<file path="config.mk">
export PLATFORM = sky130hd
export DESIGN_NAME = alu_sequencer
export DESIGN_NICKNAME = d
export VERILOG_FILES = /design/src/rtl/alu_sequencer.sv
export SDC_FILE = /design/constraint.sdc
export NUM_CORES = 1
export LEC_CHECK = 0
export BUFFER_PORTS_ARGS = -buffer_cell sky130_fd_sc_hd__buf_2
export CORE_ASPECT_RATIO = 1.5
export CORE_MARGIN = 4
export CORE_UTILIZATION = 45
export DETAILED_ROUTE_END_ITERATION = 8
export GPL_ROUTABILITY_DRIVEN = 0
export GPL_TIMING_DRIVEN = 0
export PLACE_DENSITY = 0.72
export SLEW_MARGIN = 20
export SYNTH_ARGS = -nofsm -noshare
export SYNTH_HDL_FRONTEND = slang
export SYNTH_SLANG_ARGS = --single-unit
</file>
<file path="constraint.sdc">
create_clock -name clk -period 1.8 [get_ports clk]
set_clock_uncertainty 0.2 [all_clocks]
set_input_delay 0.45 -clock clk [delete_from_list [all_inputs] [get_ports clk]]
set_output_delay 0.45 -clock clk [all_outputs]
set_load 0.1 [all_outputs]
</file>
<file path="src/rtl/alu_sequencer.sv">
// Sequencer that loads A, B and opcode into the ALU datapath over one shared bus,
// waits EXEC_CYCLES for the ALU to settle, then captures result and carry.

module alu_sequencer_checker (
  input logic clk,
  input logic reset,
  input logic load_a,
  input logic load_b,
  input logic load_op,
  input logic busy,
  input logic done
);

  a_one_strobe: assert property (@(posedge clk) disable iff (!reset)
    $onehot0({load_a, load_b, load_op}));

  a_done_not_busy: assert property (@(posedge clk) disable iff (!reset)
    !(done && busy));

endmodule

module alu_sequencer #(
  parameter int EXEC_CYCLES = 1
) (
  input  logic       clk,
  input  logic       reset,
  input  logic       start,
  input  logic [7:0] a_in,
  input  logic [7:0] b_in,
  input  logic [2:0] op_in,
  input  logic [7:0] alu_result,
  input  logic       alu_carry,
  output logic [7:0] bus_data,
  output logic       load_a,
  output logic       load_b,
  output logic       load_op,
  output logic       busy,
  output logic       done,
  output logic [7:0] result,
  output logic       carry_out
);

  typedef enum logic [2:0] {
    S_IDLE    = 3'd0,
    S_LOAD_A  = 3'd1,
    S_LOAD_B  = 3'd2,
    S_LOAD_OP = 3'd3,
    S_EXEC    = 3'd4,
    S_CAPTURE = 3'd5,
    S_DONE    = 3'd6
  } state_t;

  localparam logic [3:0] EXEC_LOAD = 4'(EXEC_CYCLES - 1);

  state_t     state;
  logic [7:0] hold_a;
  logic [7:0] hold_b;
  logic [2:0] hold_op;
  logic [3:0] exec_cnt;

  function automatic logic [7:0] op_bus(input logic [2:0] op);
    return {5'b0_0000, op};
  endfunction

  // Outputs are registered alongside the state: each branch sets what the next state drives.
  always_ff @(posedge clk or negedge reset) begin
    if (!reset) begin
      state     <= S_IDLE;
      hold_a    <= 8'h00;
      hold_b    <= 8'h00;
      hold_op   <= 3'b000;
      exec_cnt  <= 4'h0;
      bus_data  <= 8'h00;
      load_a    <= 1'b0;
      load_b    <= 1'b0;
      load_op   <= 1'b0;
      busy      <= 1'b0;
      done      <= 1'b0;
      result    <= 8'h00;
      carry_out <= 1'b0;
    end else begin
      bus_data <= 8'h00;
      load_a   <= 1'b0;
      load_b   <= 1'b0;
      load_op  <= 1'b0;
      case (state)
        S_IDLE, S_DONE: begin
          done <= 1'b0;
          if (start) begin
            hold_a   <= a_in;
            hold_b   <= b_in;
            hold_op  <= op_in;
            bus_data <= a_in;
            load_a   <= 1'b1;
            busy     <= 1'b1;
            state    <= S_LOAD_A;
          end else begin
            busy  <= 1'b0;
            state <= S_IDLE;
          end
        end
        S_LOAD_A: begin
          bus_data <= hold_b;
          load_b   <= 1'b1;
          state    <= S_LOAD_B;
        end
        S_LOAD_B: begin
          bus_data <= op_bus(hold_op);
          load_op  <= 1'b1;
          state    <= S_LOAD_OP;
        end
        S_LOAD_OP: begin
          exec_cnt <= EXEC_LOAD;
          state    <= S_EXEC;
        end
        S_EXEC: begin
          if (exec_cnt == 4'h0) begin
            state <= S_CAPTURE;
          end else begin
            exec_cnt <= exec_cnt - 4'h1;
          end
        end
        S_CAPTURE: begin
          result    <= alu_result;
          carry_out <= alu_carry;
          busy      <= 1'b0;
          done      <= 1'b1;
          state     <= S_DONE;
        end
        default: begin
          busy  <= 1'b0;
          done  <= 1'b0;
          state <= S_IDLE;
        end
      endcase
    end
  end

  alu_sequencer_checker u_checker (
    .clk     (clk),
    .reset   (reset),
    .load_a  (load_a),
    .load_b  (load_b),
    .load_op (load_op),
    .busy    (busy),
    .done    (done)
  );

endmodule
</file>
==> results.cfg <==
[outcome]
status = finished, final reports clean

[timing]
rsz0062_at_grt = true
fmax_mhz = 561
worst_pin_slew_ns = 0.844
period_share = 0.991
drv_slew = 0
finalSetupViolCount = 0
hold_viol = 0
period_minus_slack_ns = 1.78
relSlewSlack = 0.437

[logic_synthesis]
synthXorXnorAreaFrac = 0.00987
ys_seq_area_frac = 0.607
synthSimpleGateAreaFrac = 0.0752
synth_most_common_cell = dfrtp_1
synth_fp_nets = 149
synthMuxAreaShare = 0.162
synthAdderAreaFrac = 0.00759
synth-async-reset-ratio = 1.00
synth_cell_types = 30
synth_area_per_cell_um2 = 14.1
synth_edf_count = 0
synth_compound_area_frac = 0.0957
ys_warn_count = 0
yosys_most_used_dff = dfrtp_1
synth.area.top_cells = dfrtp_1 (61%), mux2_2 (14%), a22o_1 (2.7%), buf_6 (2.1%), a221o_1 (1.8%)
synth_seq_cells = 40
synth.top_cell.area_share = 0.607
ys_top_cells_by_count = dfrtp_1 (40), mux2_2 (21), nand2_1 (8), a22o_1 (5), inv_1 (5)
yosys.area.top_type = dfrtp_1
synth_top_family_by_area = multiplexers
synth_area_um2 = 1650
syn_inst = 117

[clock_tree]
insertion_delay_ns = 0.29
numCtsBuffers = 5
cts-root-buf = clkbuf_8
clk_pin_slew_ns = 0.08
holdBufCountCts = 0
cts_sinks = 40
cts_tree = yes
cts_buffer_depth = 2
htreeDepth = 2

[route]
drc = 0
first_pass_iters = 4
highest_layer = met4
vias_per_cell = 5.09
drt_iter0_drc = 12
drtAntennaViolNets = 0
drt-met1-wl_um = 1160
wl_per_cell_um = 14.8
wl_met2_um = 1840
wl_um = 3330
num_vias = 1145
met3_length_um = 262

[final_layout]
final_util = 0.619
synthToLayoutAreaGrowth_pct = 30.8
fin_nets = 214
layout-drive-gt1-share = 0.546
antenna_cells = 0
finish.instance_area_um2 = 2160

[grt]
grt_pass1_wl_um = 5380
grt_usage = 0.152
grt_max_degree = 41
grt_pass1_vias = 1202
gr-total-overflow = 0
antenna_found_initial = 0

[hold_path]
hold_path.class = input port to asynchronous set/reset pin

[setup_path]
crit_chain = buf_6 -> xor2_2 -> nor3b_2 -> buf_4 -> buf_8 -> mux2_4
cpPeakStageDelay_ns = 0.37
cp.arrival_ns = 1.76
reg2reg_setup_slack_ns = 0.02
path_class = flop to flop
path_max_fanout = 7
worst_path_max_delay_cell = dfrtp_1
cp-end-kind = flop
startpoint_type = flop
cp.required_ns = 1.78

[floorplanning]
start_util = 0.473
row_count = 26
ioPinCount = 53
coreArea_um2 = 3480
dieArea_um2 = 4710
die_x_um = 57.4
die_h_um = 82.1

[placement]
numPortBuffers = 52
postPlaceCellArea_um2 = 1960
place_hpwl_um = 2410

[job]
drv_cap = 0
==> logic make-up (layout without fill, tap and decap cells) <==
| family | count (synthesis) | in the layout |
|---|---|---|
| xor gates and xnor gates | 1 | 1 |
| buffers and inverters | 11 | 77 |
| and+or+nand+nor | 22 | 22 |
| DFF | 40 | 40 |
| AOI/OAI and AO/OA | 18 | 18 |
| adders and majority gates | 1 | 1 |
| muxes | 24 | 24 |
==> flip-flops by register name, summed over array words and instances, names as in the netlist, 3 cells and up <==
name	flops
hold_b	8
bus_data	8
hold_op	3
result	8
state	3
exec_cnt	4
==> routing by layer <==
metal  track usage  vias to the layer above
met1         0.160                      559
met5             0                        -
met4        0.0696                        0
met3        0.0451                        8
met2         0.274                       37
li1              -                      541
==> final timing paths <==
check,depth (start not counted),to,startpoint
max in group asynchronous,1,state[2],reset
min in group clk,2,bus_data[3],a_in[3]
worst min register to register,1,result[7],result[7]
worst max register to register,6,hold_b[0],state[1]
worst min-delay path,1,hold_b[5],reset
worst max-delay path,6,hold_b[0],state[1]
==> cells in the final DEF (no fill, tap or decap), types with 3 or more instances in the layout <==
| master | synthesis | layout |
|---|---|---|
| nand2_1 | 8 | 8 |
| a221o_1 | 3 | 3 |
| buf_2 | 2 | 55 |
| mux2_2 | 21 | 16 |
| and2_1 | 3 | 3 |
| nor2_1 | 4 | 3 |
| a22o_1 | 5 | 5 |
| mux2_4 | 0 | 5 |
| buf_4 | 1 | 6 |
| dfrtp_1 | 40 | 39 |
| mux2i_1 | 3 | 3 |
| clkbuf_8 | 0 | 6 |
| inv_1 | 5 | 5 |
==> worst max-delay path: cells and delay by family, from the launching register on <==
kind,cells,cell delay (ns)
buffers and inverters,3,0.41
flip-flops,1,0.37
multiplexers,1,0.30
XOR/XNOR,1,0.15
AND/OR/NAND/NOR,1,0.23
==> through the flow <==
step	setup slack (ns)	std cells	hold WS, ns	TNS [ns]
after CTS	-0.0161	225	0.0803	-0.0548
after global routing	-0.0368	225	0.122	-0.194
after floorplan	0.0286	117	-0.0456	0
after detailed placement	-0.0721	211	0.289	-0.654
after global placement	-0.0330	211	0.277	-0.344
final	0.0165	225	0.0538	0
==> layout make-up <==
cell class                 instances  area [µm²]
buffer                             5        47.5
clock buffer                       6        82.6
clock inverter                     2        38.8
fill                             280        1330
inverter                           5        18.8
multi-input combinational         66         603
sequential                        40        1000
tap                               42        52.6
timing repair buffer              59         310
==> what timing repair did <==
action | 4_1_cts | 5_1_grt
pin swaps | 1 | 1
setup endpoints to repair | 11 | 19
resized for setup | 5 | 5
buffers inserted | 5 | 1
hold endpoints to repair | 0 | 0
gates cloned | 1 | 0
Power is not shown: default switching activity piles up to over one toggle a cycle in this logic, so the estimate is an artifact.
